`src/rtl/mem_bus_arbiter.sv`:
```
// Arbitrates the single memory bus between the instruction-fetch (I) and load/store (D)
// ports, drives the memory strobes and aborts accesses that never see mem_ready.
module mem_bus_arbiter #(
  parameter int ADDR_W        = 32,
  parameter int DATA_W        = 32,
  parameter int TIMEOUT       = 16,
  parameter int DATA_PRIORITY = 0
) (
  input  logic              clk,
  input  logic              n_reset,
  input  logic              i_req,
  input  logic [ADDR_W-1:0] i_addr,
  output logic              i_done,
  output logic [DATA_W-1:0] i_rdata,
  output logic              i_err,
  input  logic              d_req,
  input  logic [ADDR_W-1:0] d_addr,
  input  logic              d_we,
  input  logic [DATA_W-1:0] d_wdata,
  output logic              d_done,
  output logic [DATA_W-1:0] d_rdata,
  output logic              d_err,
  output logic [ADDR_W-1:0] mem_addr,
  output logic [DATA_W-1:0] mem_wdata,
  output logic              mem_read,
  output logic              mem_write,
  input  logic [DATA_W-1:0] mem_rdata,
  input  logic              mem_ready,
  output logic              busy,
  output logic [1:0]        fsm_state
);

  // Handshake: a requester holds req (and its addr/we/wdata) high until it sees its
  // one-cycle done pulse; the request is captured at grant, so later input changes
  // are ignored. On the memory side a strobe stays high until mem_ready ends ACCESS.

  typedef enum logic [1:0] {
    IDLE   = 2'd0,
    ACCESS = 2'd1,
    RESP   = 2'd2
  } state_t;

  localparam logic PORT_I = 1'b0;
  localparam logic PORT_D = 1'b1;
  localparam int   TW     = (TIMEOUT > 1) ? $clog2(TIMEOUT) : 1;
  localparam logic [TW-1:0] TMO_LAST = TW'(TIMEOUT - 1);

  state_t            state_q, state_d;
  logic              owner_q, last_grant_q;
  logic              we_q;
  logic [ADDR_W-1:0] addr_q;
  logic [DATA_W-1:0] wdata_q;
  logic [TW-1:0]     tmo_cnt;
  logic              err_q;
  logic [DATA_W-1:0] i_rdata_q, d_rdata_q;

  logic              grant, winner, finish_ok, finish_tmo, tmo_hit;
  logic [DATA_W-1:0] resp_data;

  assign tmo_hit = (TIMEOUT != 0) && (tmo_cnt == TMO_LAST);

  always_comb begin
    state_d    = state_q;
    grant      = 1'b0;
    winner     = PORT_I;
    finish_ok  = 1'b0;
    finish_tmo = 1'b0;
    case (state_q)
      IDLE: begin
        if (i_req || d_req) begin
          grant   = 1'b1;
          state_d = ACCESS;
          if (i_req && d_req)
            winner = (DATA_PRIORITY != 0) ? PORT_D : ~last_grant_q;
          else
            winner = d_req ? PORT_D : PORT_I;
        end
      end
      ACCESS: begin
        if (mem_ready) begin
          finish_ok = 1'b1;
          state_d   = RESP;
        end else if (tmo_hit) begin
          finish_tmo = 1'b1;
          state_d    = RESP;
        end
      end
      RESP:    state_d = IDLE;
      default: state_d = IDLE;
    endcase
  end

  assign resp_data = finish_ok ? mem_rdata : '0;

  always_ff @(posedge clk or negedge n_reset) begin
    if (!n_reset) begin
      state_q      <= IDLE;
      owner_q      <= PORT_I;
      last_grant_q <= PORT_D;
      we_q         <= 1'b0;
      addr_q       <= '0;
      wdata_q      <= '0;
      mem_read     <= 1'b0;
      mem_write    <= 1'b0;
      tmo_cnt      <= '0;
      err_q        <= 1'b0;
      i_rdata_q    <= '0;
      d_rdata_q    <= '0;
    end else begin
      state_q <= state_d;
      if (grant) begin
        owner_q      <= winner;
        last_grant_q <= winner;
        addr_q       <= (winner == PORT_D) ? d_addr : i_addr;
        we_q         <= (winner == PORT_D) && d_we;
        wdata_q      <= ((winner == PORT_D) && d_we) ? d_wdata : '0;
        mem_read     <= !((winner == PORT_D) && d_we);
        mem_write    <= (winner == PORT_D) && d_we;
        tmo_cnt      <= '0;
        err_q        <= 1'b0;
      end
      if (state_q == ACCESS) begin
        if (finish_ok || finish_tmo) begin
          mem_read  <= 1'b0;
          mem_write <= 1'b0;
          tmo_cnt   <= '0;
          err_q     <= finish_tmo;
          if (owner_q == PORT_D)
            d_rdata_q <= resp_data;
          else
            i_rdata_q <= resp_data;
        end else begin
          tmo_cnt <= tmo_cnt + TW'(1);
        end
      end
    end
  end

  // done/err decode straight from registered state, so they are glitch-free pulses
  assign i_done    = (state_q == RESP) && (owner_q == PORT_I);
  assign d_done    = (state_q == RESP) && (owner_q == PORT_D);
  assign i_err     = i_done && err_q;
  assign d_err     = d_done && err_q;
  assign i_rdata   = i_rdata_q;
  assign d_rdata   = d_rdata_q;
  assign mem_addr  = addr_q;
  assign mem_wdata = wdata_q;
  assign busy      = (state_q != IDLE);
  assign fsm_state = state_q;

  logic unused_we;
  assign unused_we = we_q;

endmodule

```
`config.mk`:
```
export PLATFORM = sky130hd
export DESIGN_NAME = mem_bus_arbiter
export DESIGN_NICKNAME = d
export VERILOG_FILES = /design/src/rtl/mem_bus_arbiter.sv
export SDC_FILE = /design/constraint.sdc
export NUM_CORES = 1
export LEC_CHECK = 0
export CORE_ASPECT_RATIO = 0.5
export CORE_MARGIN = 2
export CORE_UTILIZATION = 44
export DETAILED_ROUTE_END_ITERATION = 10
export MAX_ROUTING_LAYER = met4
export PLACE_DENSITY = 0.87
export SYNTH_ARGS = -nofsm -noshare
export SYNTH_HDL_FRONTEND = slang
export SYNTH_SLANG_ARGS = --single-unit
```
`constraint.sdc`:
```
create_clock -name clk -period 3 [get_ports clk]
set_input_delay 0.3 -clock clk [delete_from_list [all_inputs] [get_ports clk]]
set_output_delay 0.3 -clock clk [all_outputs]
set_load 0.005 [all_outputs]
```
Word level (Yosys, flattened, before mapping)
Index checks and enable logic that the tools add are counted.
{"block": "totals", "reg_bits": 139}
{"block": "op_classes", "n_mux": 30, "n_reduce_logical": 15, "n_bitwise": 2, "addsub": 1, "n_eq_ne": 5}
{"op": "$mux 32", "n": 3}
{"op": "$mux 1", "n": 20}
{"op": "$mux 4", "n": 3}
{"op": "$logic_and 1x1->1", "n": 6}
{"op": "$mux 2", "n": 3}
{"op": "$reduce_and 3->1", "n": 2}
{"op": "$add 4x1->4 const B", "n": 1}
{"op": "$eq 4x4->1 const B", "n": 1}
{"op": "$pmux 2 s2", "n": 1}
{"op": "$reduce_bool 2->1", "n": 2}
{"op": "$ne 3x3->1 const B", "n": 1}
{"op": "$eq 2x1->1 const B", "n": 1}
{"op": "$eq 2x2->1 const B", "n": 1}
{"op": "$logic_not 2->1", "n": 1}
{"op": "$logic_or 1x1->1", "n": 2}
{"op": "$ne 2x2->1 const B", "n": 1}
{"op": "$not 1->1", "n": 2}
{"op": "$reduce_and 2->1", "n": 1}
{"op": "$logic_not 1->1", "n": 1}

Logic depth before layout (Yosys ltp)
Gate-level depths: netlist of run 1.
{"block": "depth", "depth_word": 9, "ltp_mapped": 6, "ltp_nobuf": 4}

Least setup slack after synthesis of run 1
Ideal clock, no wire load.
{"block": "synth_path", "path_type": "register to register", "startpoint": "reg tmo_cnt[0]", "endpoint": "reg tmo_cnt[3]", "period_less_slack_ns": 1.509, "arrival_ns": 1.427, "setup_ns": 0.082, "path_stages_with_launch": 5, "path_buffers": 0, "path_slack_ns": 1.491, "path_cell_list": "dfrtp_1 ha_1 and3_1 or4_1 a31oi_1"}
{"block": "synth_between", "elab_chain_cells": 7, "elab_cells_between_ends": 8}
{"item": "start, declared", "line": "53", "source": "logic [TW-1:0] tmo_cnt;"}
{"item": "start signal, assigned", "line": "133", "source": "tmo_cnt <= tmo_cnt + TW'(1);"}
{"item": "$eq 4x4->1", "line": "60", "source": "assign tmo_hit = (TIMEOUT != 0) && (tmo_cnt == TMO_LAST);"}
{"item": "$mux 1", "line": "83", "source": "end else if (tmo_hit) begin"}
{"item": "$mux 1", "line": "80", "source": "if (mem_ready) begin"}
{"item": "$mux 1", "line": "68", "source": "case (state_q)"}
{"item": "$logic_or 1x1->1", "line": "123", "source": "if (finish_ok || finish_tmo) begin"}
{"item": "$mux 4 (*)", "line": "123"}
{"item": "$mux 4 (*)", "line": "122", "source": "if (state_q == ACCESS) begin"}
Mark *: on every way between the ends. The rest lies on a longest branch, timed or not.
A chain may end at the register's enable or synchronous reset.

Worst setup path in the final report of run 1
{"block": "layout_path", "startpoint": "reg owner_q", "endpoint": "out d_err"}
{"block": "layout_between", "elab_chain_cells": 2}
{"item": "start, declared", "line": "49", "source": "logic owner_q, last_grant_q;"}
{"item": "start signal, assigned", "line": "112", "source": "owner_q <= winner;"}
{"item": "$logic_and 1x1->1", "line": "141", "source": "assign d_done = (state_q == RESP) && (owner_q == PORT_D);"}
{"item": "$logic_and 1x1->1", "line": "143", "source": "assign d_err = d_done && err_q;"}
{"item": "end, declared", "line": "22", "source": "output logic d_err,"}
Every way passes these cells.

==> out/metrics.cfg, run 1 <==
[drt]
final_antenna_net_count=0
first_pass_iters=4
remaining_drc_errors=0
wl_per_cell_um=19.50
via_count=4384
vias_per_cell=5.308
drt_wl_total_um=16110
first_iter_violations=234

[critical_path]
end_kind=primary output
critPathRequiredTime_ns=2.70
cp_cell_sequence=inv_1 > nor3b_1 > and2_1 > clkdlybuf4s50_1
worstSetupPathDepth=4
crit_type=reg -> out
path_buf_inv=2
path_max_fanout=5
critPathTopFamily=buffers and inverters
critPathMaxStageDelay_ns=0.52
rrSetupSlack_ns=0.86
cp_slowest_cell=clkdlybuf4s50_1
r2r_cells=3
startpoint_type=flip-flop
worstPathArrival_ns=1.99

[placement]
dp_hpwl_um=11320
portBuffers=270
gp_congestion=0.7963

[global_route]
grt_pass1_vias=4800
grt-ovfl-total=0
grt_antenna_before_repair=0
grt_max_degree=75
grt_pass1_wl_um=25580
grt_usage_pct=25.27

[power_and_ir_drop]
irDropWorstVdd_v=0.0004270
power_uw=8752
leakagePower_uw=0.003917
switchingPower_uw=2513
power.density_mw_per_mm2=975.3
switching_share_pct=28.71
p_comb_share_pct=40.3
seqPwrFrac_pct=36.6
clock_power_share_pct=23.0
intPower_uw=6239

[die]
dieArea_mm2=0.01354
initial_core_util_pct=45.91
die_y_um=83.29
die_x_um=162.6
num_rows=28
ios=271
core_mm2=0.01205

[synth]
syn-num-nets=512
synth_cell_types=34
ys_ff_latch=139
syn_inst=377
syn-cell-area_mm2=0.005533
avgSynthCellArea_um2=14.68
ys_seq_area_share_pct=62.89
yosysWarningCount=0

[outcome]
status=completed

[cts]
cts_buffers=17
clkTransAtPathRegs_ns=0.06
cts_tree=built
insertion_delay_ns=0.40
cts_max_path_buffers=2
cts.sinks=139
post-cts-setup-buffer-count=0
h-tree-depth=4
root_buffer=clkbuf_16

[cells_and_area]
diodes=0
num-fill-cells=794
multi_input_area_mm2=0.001898
area_growth_pct=62.19
regArea_mm2=0.003480
drive_gt1_share_pct=16.79
layout.nets=784
final_util_pct=74.46

[timing]
rsz0062_at_grt=no
skew_ns=0.007923
slew-limit-headroom_pct=19.80
finalSetupViolCount=0
final.period_utilization_pct=76.31
fin_crit_ns=2.289
hold_viol=0
fin_tns_setup_ns=0
slew_violations=0
worstMarginPinSlew_ns=1.203
max_freq_ghz=0.4368

[run]
cap_violations=0

[hold_path]
hold_path.class=in -> async

-- cell families (layout without fill, tap and decap cells) --
kind of cell | Yosys count | after routing | synth area share (%)
buffers and inverters | 31 | 315 | 3.098
adders and majority gates | 1 | 1 | 0.2261
and+or+nand+nor | 27 | 27 | 2.940
muxes | 64 | 64 | 13.30
DFF | 139 | 139 | 62.89
AOI/OAI and AO/OA | 115 | 115 | 17.55
-- metal layers --
metal / global-route usage, % / part of all wire (%)
met1: 29.80 / 40
met2: 41.90 / 51
met3: 5.944 / 4.9
met4: 10.70 / 3.4
met5: - / 0
-- synth_stat cells, drive strengths merged --
cell type	n	area (um2)
a211oi	1	12.51
a21boi	2	26.28
a21oi	4	20.02
a22o	97	849.6
a31o	1	8.760
a31oi	3	18.77
and2	3	18.77
and2b	1	7.510
and3	2	12.51
and4	1	8.760
buf	27	156.4
dfrtp	138	3453
dfstp	1	26.28
ha	1	12.51
inv	4	15.01
mux2	64	735.7
nand2	3	11.26
nand2b	2	12.51
nand3	2	10.01
nand3b	1	7.510
nand4	1	6.260
nor2	5	26.27
nor3	1	5.000
nor3b	3	22.52
o21ai	7	35.03
or3	1	6.260
or4	1	7.510
-- path summary, 6_finish.rpt --
| check | startpoint | to |
|---|---|---|
| max | owner_q | d_err |
| max in group asynchronous | n_reset | last_grant_q |
| max reg2reg | fsm_state[0] | mem_wdata[20] |
| min | n_reset | mem_addr[20] |
| min reg2reg | d_rdata[3] | d_rdata[3] |
| min in group clk | d_wdata[15] | mem_wdata[15] |
-- per-stage QoR --
step,hold slack (ns),setup WS (ns),std cells,instance area (um2)
2_1_floorplan,0.004409,1.491,377,5533
3_3_place_gp,0.3515,0.6781,794,8396
3_5_place_dp,0.3612,0.6117,794,8396
4_1_cts,0.4813,0.7105,826,8974
5_1_grt,0.4943,0.6044,826,8974
6_report,0.4866,0.7107,826,8974
-- registers in the layout, indices dropped and copies added (netlist names) --
signal,cells
d_rdata,32
i_rdata,32
mem_addr,32
mem_wdata,32
tmo_cnt,4
fsm_state,2
err_q,1
last_grant_q,1
mem_read,1
mem_write,1
owner_q,1
-- power by group through the flow --
stage,logic (uW),registers (uW),clock network [uW]
after detailed placement,3560,3200,0
after floorplan,1340,3210,0
after global routing,3770,3300,2160
after global placement,3460,3180,0
final,3530,3210,2020
after CTS,3580,3200,2060
-- layout by cell type, fill, tap and decap left out, types with 3 or more instances in the layout --
cell	count
clkinv_2	5
o21ai_0	6
and2_1	3
buf_4	7
mux2_2	59
a22o_1	97
inv_1	4
a21oi_1	4
a31oi_1	3
clkbuf_16	17
nor3b_1	3
clkinvlp_4	3
clkdlybuf4s50_1	269
dfrtp_1	138
mux2_4	4
nand2_1	3
-- timing repair --
action                    CTS  global route
hold buffers                1             0
resized for setup           0             0
hold endpoints to repair   73             0
-- final cells by class --
cell class                      instances  area share, %
Sequential cell                       139          38.78
Timing Repair Buffer                  280          31.27
Multi-Input combinational cell        207          21.15
Clock buffer                           19          4.936
Tap cell                              165          2.301
Clock inverter                         12          1.394
Inverter                                4         0.1673
-- worst register-to-register path, delay by kind of cell (launching register included) --
kind / cells / cell delay, ns
compound gates: 1 / 0.29
simple gates: 2 / 1.30
flops: 1 / 0.49
Note: power is estimated with default switching activity, not from simulation.
==> inputs of run 2 (changes only) <==
--- a/config.mk
+++ b/config.mk
@@ -7,10 +7,10 @@
 export LEC_CHECK = 0
 export CORE_ASPECT_RATIO = 0.5
 export CORE_MARGIN = 2
-export CORE_UTILIZATION = 44
+export CORE_UTILIZATION = 41
 export DETAILED_ROUTE_END_ITERATION = 10
 export MAX_ROUTING_LAYER = met4
-export PLACE_DENSITY = 0.87
+export PLACE_DENSITY = 0.82
 export SYNTH_ARGS = -nofsm -noshare
 export SYNTH_HDL_FRONTEND = slang
 export SYNTH_SLANG_ARGS = --single-unit
==> constraint.sdc (replaced) <==
create_clock -name clk -period 2.19 [get_ports clk]
set_input_delay 0.219 -clock clk [delete_from_list [all_inputs] [get_ports clk]]
set_output_delay 0.219 -clock clk [all_outputs]
set_load 0.005 [all_outputs]
==> run 2 against run 1 <==
Net effect: wire length is 1.0% lower; clock skew fell by 0.00092 ns; die area increased by 7.0%; design area increased by 2.0%; via count increased by 1.3%; combinational power up 39%; sequential share of layout area down 0.72 points.
==> out/metrics.cfg, run 2 (same netlist as run 1, synthesis figures left out) <==
[timing]
max_freq_ghz=0.4847
slew_violations=0  ; unchanged
final.period_utilization_pct=94.22
finalSetupViolCount=0  ; unchanged
skew_ns=0.007007  ; was 0.007923 ns
rsz0062_at_grt=no  ; unchanged
fin_tns_setup_ns=0  ; unchanged
worstMarginPinSlew_ns=0.4886  ; was 1.203 ns
slew-limit-headroom_pct=67.43  ; was 19.80%
hold_viol=0  ; unchanged
fin_crit_ns=2.063
timing.hold.ws_ns=0.3224  ; was 0.4866 ns
setup_ws_ns=0.1267  ; was 0.7107 ns

[outcome]
status=completed  ; unchanged

[global_route]
grt-ovfl-total=0  ; unchanged
grt_pass1_wl_um=25410  ; was 25580 um
grt_max_degree=49  ; was 75
grt_usage_pct=23.47  ; was 25.27%
grt_antenna_before_repair=0  ; unchanged
grt_pass1_vias=4808  ; was 4800

[die]
die_y_um=86.14  ; was 83.29 um
ios=271  ; unchanged
core_mm2=0.01292  ; was 0.01205 mm2
initial_core_util_pct=42.83  ; was 45.91%
die_x_um=168.3  ; was 162.6 um
dieArea_mm2=0.01450  ; was 0.01354 mm2
num_rows=29  ; was 28

[drt]
first_pass_iters=4  ; unchanged
via_count=4440  ; was 4384
vias_per_cell=5.286  ; was 5.308
wl_per_cell_um=18.98  ; was 19.50 um
final_antenna_net_count=0  ; unchanged
first_iter_violations=245  ; was 234
remaining_drc_errors=0  ; unchanged
drt_wl_total_um=15940  ; was 16110 um

[cells_and_area]
drive_gt1_share_pct=18.51  ; was 16.79%
layout.nets=792  ; was 784
final_common_cell=clkdlybuf4s50_1  ; unchanged
final_util_pct=70.83  ; was 74.46%
fin_area_mm2=0.009150  ; was 0.008974 mm2
area_growth_pct=65.38  ; was 62.19%
diodes=0  ; unchanged
layout_common_cells=269 x clkdlybuf4s50_1, 136 x dfrtp_1, 97 x a22o_1  ; was 269 x clkdlybuf4s50_1, 138 x dfrtp_1, 97 x a22o_1

[cts]
cts.sinks=139  ; unchanged
cts_buffers=17  ; unchanged
clkTransAtPathRegs_ns=0.06  ; about the same
root_buffer=clkbuf_16  ; unchanged
cts_max_path_buffers=2  ; unchanged
insertion_delay_ns=0.41  ; was 0.40 ns
cts_tree=built  ; unchanged
h-tree-depth=4  ; unchanged

[critical_path]
rrSetupSlack_ns=0.46  ; was 0.86 ns
worstPathArrival_ns=1.84  ; was 1.99 ns
critPathRequiredTime_ns=1.97  ; was 2.70 ns
critPathMaxStageDelay_ns=0.51  ; was 0.52 ns
regToRegStartpoint=tmo_cnt[0]  ; was fsm_state[0]
crit_type=reg -> out  ; unchanged
startpoint_type=flip-flop  ; unchanged
r2r_cells=5  ; was 3
cp_slowest_cell=clkdlybuf4s50_1  ; unchanged
cp_cell_sequence=nor3b_1 > and2_1 > clkdlybuf4s50_1  ; was inv_1 > nor3b_1 > and2_1 > clkdlybuf4s50_1
end_kind=primary output  ; unchanged
r2r_end=d_rdata[14]  ; was mem_wdata[20]
path_max_fanout=9  ; was 5

[placement]
gp_congestion=0.7999  ; was 0.7963
dp_hpwl_um=11230  ; was 11320 um
pre_cts_ws_ns=0.2953  ; was 0.6117 ns
portBuffers=270  ; unchanged
place_area_mm2=0.008499  ; was 0.008396 mm2

[run]
cap_violations=0  ; unchanged

[power_and_ir_drop]
irDropWorstVdd_v=0.0006010  ; was 0.0004270 V
leakagePower_uw=0.004012  ; was 0.003917 uW
power.density_mw_per_mm2=1349  ; was 975.3 mW/mm2

[hold_path]
hold_path.class=in -> async  ; unchanged

run 2: cell type report:
cell class                      count  area [um2]
Fill cell                         901        3767
Inverter                            4       15.01
Sequential cell                   139        3482
Clock buffer                       19       452.9
Clock inverter                     13       180.2
Multi-Input combinational cell    207        1903
Tap cell                          170       212.7
Timing Repair Buffer              288        2904
run 2: repair_timing:
action	CTS	global route
hold buffers	1	0
setup buffers	0	0
endpoints found under the setup margin	0	2
endpoints found under the hold margin	45	0
resized for setup	0	3
run 2: critical path: cells and delay by family, from the launching register on:
kind,cells,cell delay [ns]
buffers and inverters,1,0.51
DFF,1,0.49
and+or+nand+nor,2,0.44
run 2: stage by stage:
| step | power [uW] | std cells |
|---|---|---|
| 2_1_floorplan | 6227 | 377 |
| 3_3_place_gp | 9200 | 807 |
| 3_5_place_dp | 9316 | 807 |
| 4_1_cts | 12460 | 840 |
| 5_1_grt | 13000 | 840 |
| 6_report | 12340 | 840 |
run 2: how the worst max path moves through the flow:
stage / end / from / cells past startpoint
4_1_cts: d_err / fsm_state[1] / 3
3_5_place_dp: mem_addr[20] / d_req / 5
2_1_floorplan: tmo_cnt[3] / tmo_cnt[0] / 4
5_1_grt: d_err / owner_q / 4
3_3_place_gp: mem_addr[10] / d_req / 5
6_report: d_err / fsm_state[0] / 3
run 2: power breakdown:
group          internal [uW]  leakage, uW  switching [uW]
sequential              3690      0.00175             693
combinational           3230      0.00195            1670
clock                   1890     0.000311            1170
total                   8810      0.00401            3540
run 2: metal layers:
layer | part of all wire, % | vias up | global-route usage, %
met5 | 0 | - | -
li1 | - | 1999 | -
met4 | 3.2 | 0 | 10.58
met3 | 6.0 | 38 | 6.414
met1 | 40 | 2235 | 26.19
met2 | 50 | 168 | 40.07
==> inputs of run 3 (changes only) <==
--- a/config.mk
+++ b/config.mk
@@ -9,6 +9,7 @@
 export CORE_MARGIN = 2
 export CORE_UTILIZATION = 41
 export DETAILED_ROUTE_END_ITERATION = 10
+export GPL_TIMING_DRIVEN = 1
 export MAX_ROUTING_LAYER = met4
 export PLACE_DENSITY = 0.82
 export SYNTH_ARGS = -nofsm -noshare
==> results of run 3 <==
No change in the layout: final DEF, timing and power equal those of run 2.
